`config.mk`:
```
export PLATFORM = sky130hd
export DESIGN_NAME = pulpemu_uart_rx
export DESIGN_NICKNAME = d
export VERILOG_FILES = /design/src/rtl/pulpemu_uart_pkg.sv /design/src/rtl/pulpemu_uart_fifo.sv /design/src/rtl/pulpemu_uart_rx.sv
export SDC_FILE = /design/constraint.sdc
export NUM_CORES = 1
export LEC_CHECK = 0
export BUFFER_PORTS_ARGS = -buffer_cell sky130_fd_sc_hd__buf_2
export CAP_MARGIN = 20
export CORE_MARGIN = 3
export CORE_UTILIZATION = 45
export DETAILED_ROUTE_END_ITERATION = 10
export SYNTH_ARGS = -nofsm -noshare
export SYNTH_HDL_FRONTEND = slang
export SYNTH_SLANG_ARGS = --single-unit
```
`constraint.sdc`:
```
create_clock -name clk_i -period 6.37 [get_ports clk_i]
set_clock_uncertainty 0.2 [all_clocks]
set_input_delay 0.637 -clock clk_i [delete_from_list [all_inputs] [get_ports clk_i]]
set_output_delay 0.637 -clock clk_i [all_outputs]
set_load 0.05 [all_outputs]
```
`src/rtl/pulpemu_uart_pkg.sv`:
```
// rtl/pulpemu_uart_pkg.sv - shared types and constants for the pulpemu UART receiver
package pulpemu_uart_pkg;

  localparam int UART_DATA_BITS = 8;

  typedef enum logic [2:0] {
    IDLE      = 3'd0,
    START     = 3'd1,
    DATA      = 3'd2,
    STOP      = 3'd3,
    WAIT_IDLE = 3'd4
  } rx_state_e;

endpackage

```
`src/rtl/pulpemu_uart_fifo.sv`:
```
// rtl/pulpemu_uart_fifo.sv - first-word fall-through byte FIFO with occupancy count
module pulpemu_uart_fifo #(
  parameter int DEPTH = 16,
  parameter int WIDTH = 8
) (
  input  logic                     clk_i,
  input  logic                     rst_i,
  input  logic                     push_i,
  input  logic [WIDTH-1:0]         data_i,
  input  logic                     pop_i,
  output logic [WIDTH-1:0]         data_o,
  output logic                     full_o,
  output logic                     empty_o,
  output logic [$clog2(DEPTH):0]   count_o
);

  localparam int AW = $clog2(DEPTH);
  localparam logic [AW:0]   FULL_CNT = (AW+1)'(DEPTH);
  localparam logic [AW:0]   CNT_ONE  = (AW+1)'(1);
  localparam logic [AW-1:0] PTR_ONE  = AW'(1);

  logic [WIDTH-1:0] r_mem [DEPTH];
  logic [AW-1:0]    r_wptr;
  logic [AW-1:0]    r_rptr;
  logic [AW:0]      r_count;
  logic             w_pop;
  logic             w_push;

  assign empty_o = (r_count == '0);
  assign full_o  = (r_count == FULL_CNT);
  assign count_o = r_count;
  assign data_o  = empty_o ? '0 : r_mem[r_rptr];

  // A pop in the same cycle frees the slot, so a push into a full FIFO is still accepted.
  assign w_pop  = pop_i && !empty_o;
  assign w_push = push_i && (!full_o || w_pop);

  always_ff @(posedge clk_i) begin
    if (w_push) begin
      r_mem[r_wptr] <= data_i;
    end
  end

  always_ff @(posedge clk_i) begin
    if (rst_i) begin
      r_wptr  <= '0;
      r_rptr  <= '0;
      r_count <= '0;
    end else begin
      if (w_push) begin
        r_wptr <= r_wptr + PTR_ONE;
      end
      if (w_pop) begin
        r_rptr <= r_rptr + PTR_ONE;
      end
      case ({w_push, w_pop})
        2'b10:   r_count <= r_count + CNT_ONE;
        2'b01:   r_count <= r_count - CNT_ONE;
        default: r_count <= r_count;
      endcase
    end
  end

endmodule

```
`src/rtl/pulpemu_uart_rx.sv`:
```
// rtl/pulpemu_uart_rx.sv - 8N1 UART receiver capturing chip console output into a byte FIFO
module pulpemu_uart_rx
  import pulpemu_uart_pkg::*;
#(
  parameter int BAUD_DIV   = 434,
  parameter int FIFO_DEPTH = 16
) (
  input  logic                          clk_i,
  input  logic                          rst_i,
  input  logic                          rx_i,
  output logic [7:0]                    data_o,
  output logic                          valid_o,
  input  logic                          ready_i,
  output logic [$clog2(FIFO_DEPTH):0]   count_o,
  output logic                          busy_o,
  output logic                          frame_err_o,
  output logic                          overrun_o,
  input  logic                          clr_err_i
);

  localparam int CW = $clog2(BAUD_DIV);
  localparam int BW = $clog2(UART_DATA_BITS);
  localparam logic [CW-1:0] HALF_M1  = CW'(BAUD_DIV / 2 - 1);
  localparam logic [CW-1:0] FULL_M1  = CW'(BAUD_DIV - 1);
  localparam logic [CW-1:0] CNT_ONE  = CW'(1);
  localparam logic [BW-1:0] LAST_BIT = BW'(UART_DATA_BITS - 1);
  localparam logic [BW-1:0] BIT_ONE  = BW'(1);

  logic [1:0]                r_sync;
  logic                      r_rxs_d;
  logic [2:0]                r_arm;
  rx_state_e                 r_state;
  logic [CW-1:0]             r_cnt;
  logic [BW-1:0]             r_bit_idx;
  logic [UART_DATA_BITS-1:0] r_shift;
  logic                      r_frame_err;
  logic                      r_overrun;

  logic w_rxs;
  logic w_tick;
  logic w_fall;
  logic w_push;
  logic w_pop;
  logic w_full;
  logic w_empty;
  logic w_stop_bad;

  assign w_rxs  = r_sync[1];
  assign w_tick = (r_cnt == '0);
  // Edges are ignored until the synchronizer and r_rxs_d hold real line samples, so a
  // line held low across reset release is not mistaken for a start bit.
  assign w_fall = r_arm[2] && r_rxs_d && !w_rxs;

  assign w_push     = (r_state == STOP) && w_tick && w_rxs;
  assign w_stop_bad = (r_state == STOP) && w_tick && !w_rxs;
  assign w_pop      = valid_o && ready_i;

  assign valid_o     = !w_empty;
  assign busy_o      = (r_state != IDLE);
  assign frame_err_o = r_frame_err;
  assign overrun_o   = r_overrun;

  always_ff @(posedge clk_i) begin
    if (rst_i) begin
      r_sync      <= 2'b11;
      r_rxs_d     <= 1'b1;
      r_arm       <= '0;
      r_state     <= IDLE;
      r_cnt       <= '0;
      r_bit_idx   <= '0;
      r_shift     <= '0;
      r_frame_err <= 1'b0;
      r_overrun   <= 1'b0;
    end else begin
      r_sync  <= {r_sync[0], rx_i};
      r_rxs_d <= w_rxs;
      r_arm   <= {r_arm[1:0], 1'b1};

      case (r_state)
        IDLE: begin
          if (w_fall) begin
            r_cnt   <= HALF_M1;
            r_state <= START;
          end
        end
        START: begin
          if (w_tick) begin
            r_cnt     <= FULL_M1;
            r_bit_idx <= '0;
            r_state   <= w_rxs ? IDLE : DATA;
          end else begin
            r_cnt <= r_cnt - CNT_ONE;
          end
        end
        DATA: begin
          if (w_tick) begin
            r_shift <= {w_rxs, r_shift[UART_DATA_BITS-1:1]};
            r_cnt   <= FULL_M1;
            if (r_bit_idx == LAST_BIT) begin
              r_state <= STOP;
            end else begin
              r_bit_idx <= r_bit_idx + BIT_ONE;
            end
          end else begin
            r_cnt <= r_cnt - CNT_ONE;
          end
        end
        STOP: begin
          if (w_tick) begin
            r_state <= w_rxs ? IDLE : WAIT_IDLE;
          end else begin
            r_cnt <= r_cnt - CNT_ONE;
          end
        end
        WAIT_IDLE: begin
          if (w_rxs) begin
            r_state <= IDLE;
          end
        end
        default: r_state <= IDLE;
      endcase

      if (w_stop_bad) begin
        r_frame_err <= 1'b1;
      end else if (clr_err_i) begin
        r_frame_err <= 1'b0;
      end

      if (w_push && w_full && !w_pop) begin
        r_overrun <= 1'b1;
      end else if (clr_err_i) begin
        r_overrun <= 1'b0;
      end
    end
  end

  pulpemu_uart_fifo #(
    .DEPTH (FIFO_DEPTH),
    .WIDTH (UART_DATA_BITS)
  ) u_fifo (
    .clk_i   (clk_i),
    .rst_i   (rst_i),
    .push_i  (w_push),
    .data_i  (r_shift),
    .pop_i   (w_pop),
    .data_o  (data_o),
    .full_o  (w_full),
    .empty_o (w_empty),
    .count_o (count_o)
  );

endmodule
```
==> metrics.md <==
| Metric | Value |
|---|---|
| Detailed-route via count | `roughly 4000` |
| DP Area | `about 7500 um2` |
| Final setup viols | `0` |
| Final worst-path cycle share | `58.2%` |
| Mapped Area | `between 7000 and 8000 um2` |
| Die area | `around 18000 um2` |
| Starting density of the core | `between 40 and 50%` |
| Cells after Synth | `approximately 470` |
| Highest-delay cell along the critical path | `or4b_4` |
| Worst vdd ir | `0.223 mV` |
| Hold Vio Cnt, Final | `0` |
| Measured slew at the worst slew-check pin | `roughly 1.1 ns` |
| Fraction of layout cells with a size suffix above 1 | `between 15 and 20%` |
| Core area | `between 15000 and 20000 um2` |
| H-Tree Depth | `4` |
| Power Density | `around 290 nW/um2` |
| Most frequent cell after synthesis | `edfxtp_1` |
| # diodes | `0` |
| R2r endpoint | `u_fifo.count_o[4]$_SDFFE_PP0P_` |
| Die width | `around 130 um` |
| Largest family of logic cells by synthesized area | `multiplexers` |
| Slew HR | `roughly a quarter` |
| Final Worst Setup Slack | `between 2 and 3 ns` |
| Routed Antenna Nets | `0` |
| Syn_area_per_cell | `approximately 15 um2` |
| DRC Markers | `0` |
| FF-to-FF path depth | `12` |
| Global-route wire length before repair | `21.7 mm` |
| Mux contribution to synthesized area | `a little over an eighth` |
| Routed wire per std cell | `between 15 and 20 um` |
| Critical path fanouts, max | `11` |
| Fin crit period | `around 3.7 ns` |
| RSZ-0062 raised after global routing | `false` |
| Layout net count | `between 500 and 600` |
| Worst path top cell family by delay | `simple AND/OR/NAND/NOR gates` |
| Primary FF master, synth | `edfxtp_1` |
| CP cell instances | `or3_1 -> or4b_4 -> and3_4 -> inv_2 -> ha_1 -> xor2_1 -> ha_1 -> a21oi_1 -> or3b_2 -> a31oi_1 -> xnor2_1 -> nor2_1` |
| Post_cts resized | `0` |
| Netlist cell types | `53` |
| HPWL after DPL | `~8.4 mm` |
| Crit Path Class | `reg2reg` |
| Synth Area in Adders | `a little over 2%` |
| Pleak | `2.78 nW` |
| Top cells by area, synth | `edfxtp_1, dfxtp_1, mux4_2, mux2i_1, ha_1` |
| Synth area leader | `edfxtp_1` |
| Final wirelength | `13.3 mm` |
| Seq/Total Area, Yosys | `about two thirds` |
| Register bit total from synthesis | `~180` |
| Setup crit start kind | `flop` |
| Syn. warnings | `0` |
| Via/cell ratio | `around 5.5` |
| Highest clock rate | `270 MHz` |
| Reg2Reg Setup Slack | `2.66 ns` |
| Synth top area share | `53.1%` |
| HP Class | `in2reg` |
| Worst setup startpoint | `u_fifo.count_o[1]$_SDFFE_PP0P_` |
| Syn nets | `~490` |
| Skew-Pair Late Insertion Delay | `roughly 0.42 ns` |
| Area added between synthesis and finish | `11.9%` |
| Max cap viols | `0` |
| I/O Buffers | `21` |
| Number of global-route vias before repair | `about 3900` |
| Post-Synth XOR/XNOR Area | `around 1.3%` |
| IO Count | `22` |
| Gpl congestion | `just over 0.8` |
| Synth top cells by count | `edfxtp_1, dfxtp_1, mux4_2, nor2_1, mux2i_1` |
| Worst path arrival time | `~3.8 ns` |
| CTS Buffer Depth | `2` |
| Postcts setup bufs | `0` |
| WHS Endpoint | `r_sync[0]$_SDFF_PP1_` |
| Pins Over Slew Limit | `0` |
| Root Driver | `clkbuf_16` |
| Antenna violations before repair | `0` |
| Clock sinks | `between 150 and 200` |
| Post-synth EDFFs | `around 130` |
| Most common cell on crit path | `ha_1` |
| Setup_tns | `0 ns` |
| CTS tree | `yes` |
| Row cnt | `between 40 and 50` |
| Crit. End Element | `flop` |
| Critical R2R Launch | `u_fifo.count_o[1]$_SDFFE_PP0P_` |
| Largest stage delay, worst path | `~0.52 ns` |
| Post-Place Worst Slack | `between 2 and 3 ns` |
| Global Route Usage Sum | `between 15 and 20%` |
| Outcome | `completed` |
| Total CTS buffers | `17` |
| Post-CTS Hold Fix Bufs | `0` |
| Design Area, Final | `8100 um2` |
| Compound-Gate Fraction of Synth Area | `under 10%` |
| CP required | `roughly 6.5 ns` |
| Initial DRC count | `approximately 290` |
| Simple-Gate Fraction of Synth Area | `9.46%` |
| Die H | `~130 um` |
| Overflow after GRT | `0` |
| DRT Pass-1 Iters | `4` |
| Count of buffer and inverter cells on the critical path | `1` |
| Clock-pin slew on the worst setup and hold paths | `around 0.060 ns` |
| Worst Hold Path Cells | `2` |
| Synth async-reset ratio | `0%` |
| Hold Path Origin | `rx_i` |
| Largest net degree at the start of global routing | `between 40 and 50` |
layer usage:
metal  vias to the layer above  share of wire, %  track usage, %
met3                        13               2.7            3.46
met2                        54                50            26.0
li1                       1855                 -               -
met4                         0               1.4            6.06
met5                         -                 0               0
met1                      1978                45            21.6
worst register-to-register path, cell delays in order, from the launching register on:
cell and delay [ns]:
dfxtp_1 0.38, or3_1 0.45, or4b_4 0.52, and3_4 0.23, inv_2 0.11, ha_1 0.35, xor2_1 0.19, ha_1 0.23
a21oi_1 0.08, or3b_2 0.44, a31oi_1 0.20, xnor2_1 0.14, nor2_1 0.05
cell type report:
| class | instances | area, um2 |
|---|---|---|
| clock buffers | 20 | 437 |
| clock inverters | 12 | 143 |
| fillers | 1305 | 7390 |
| inverters | 8 | 30.0 |
| multi-input cells | 260 | 2300 |
| flip-flops and latches | 176 | 4810 |
| well taps | 211 | 264 |
| repair buffers | 23 | 120 |
worst max-delay path by stage:
stage,to,cells after the start
after detailed placement,u_fifo.count_o[4]$_SDFFE_PP0P_,12
after global routing,u_fifo.count_o[4]$_SDFFE_PP0P_,12
after global placement,u_fifo.count_o[4]$_SDFFE_PP0P_,12
final,u_fifo.count_o[4]$_SDFFE_PP0P_,12
after floorplan,u_fifo.count_o[4]$_SDFFE_PP0P_,13
after CTS,u_fifo.count_o[4]$_SDFFE_PP0P_,12
through the flow:
stage	hold slack, ns	util (%)	total power (W)	std cells
after floorplan	0.189	-	0.00136	468
after global placement	0.194	48.5	0.00138	678
after detailed placement	0.204	48.5	0.00138	678
after CTS	0.174	52.3	0.00240	710
after global routing	0.187	52.3	0.00246	710
final	0.198	52.3	0.00238	710
cell usage in the layout (no fill, tap or decap), types with 9 or more instances in the layout:
cell type  count
o21ai_0        9
ha_1          12
mux4_2        32
mux2i_1       26
clkbuf_16     17
edfxtp_1     128
nand2_1       17
nand2b_1      10
buf_2         21
dfxtp_1       47
o22ai_1        9
nor2_1        30
a21oi_1       21
cells by family (layout without fill, tap and decap cells):
family,Yosys count,count (layout)
flops,176,176
simple gates,118,118
compound gates,61,61
mux,58,58
buf+inv,32,63
fa+ha+maj,12,12
xor+xnor,11,11
sequential cells by signal, indices dropped and copies added, names as in the netlist, 2 cells and up, named ones only:
| name | flops |
|---|---|
| r_cnt | 9 |
| r_bit_idx | 3 |
| u_fifo.r_wptr | 4 |
| u_fifo.r_rptr | 4 |
| r_shift | 8 |
| r_state | 3 |
| u_fifo.r_mem | 128 |
| r_sync | 2 |
| r_arm | 3 |
| u_fifo.count_o | 5 |
power breakdown:
part / total [W] / internal [W] / leakage [nW] / switching [W]
logic: 0.000111 / 0.0000445 / 0.927 / 0.0000666
clock network: 0.00102 / 0.000611 / 0.277 / 0.000408
registers: 0.00125 / 0.00123 / 1.57 / 0.0000190
total: 0.00238 / 0.00188 / 2.78 / 0.000493
(Power assumes the default switching activity.)
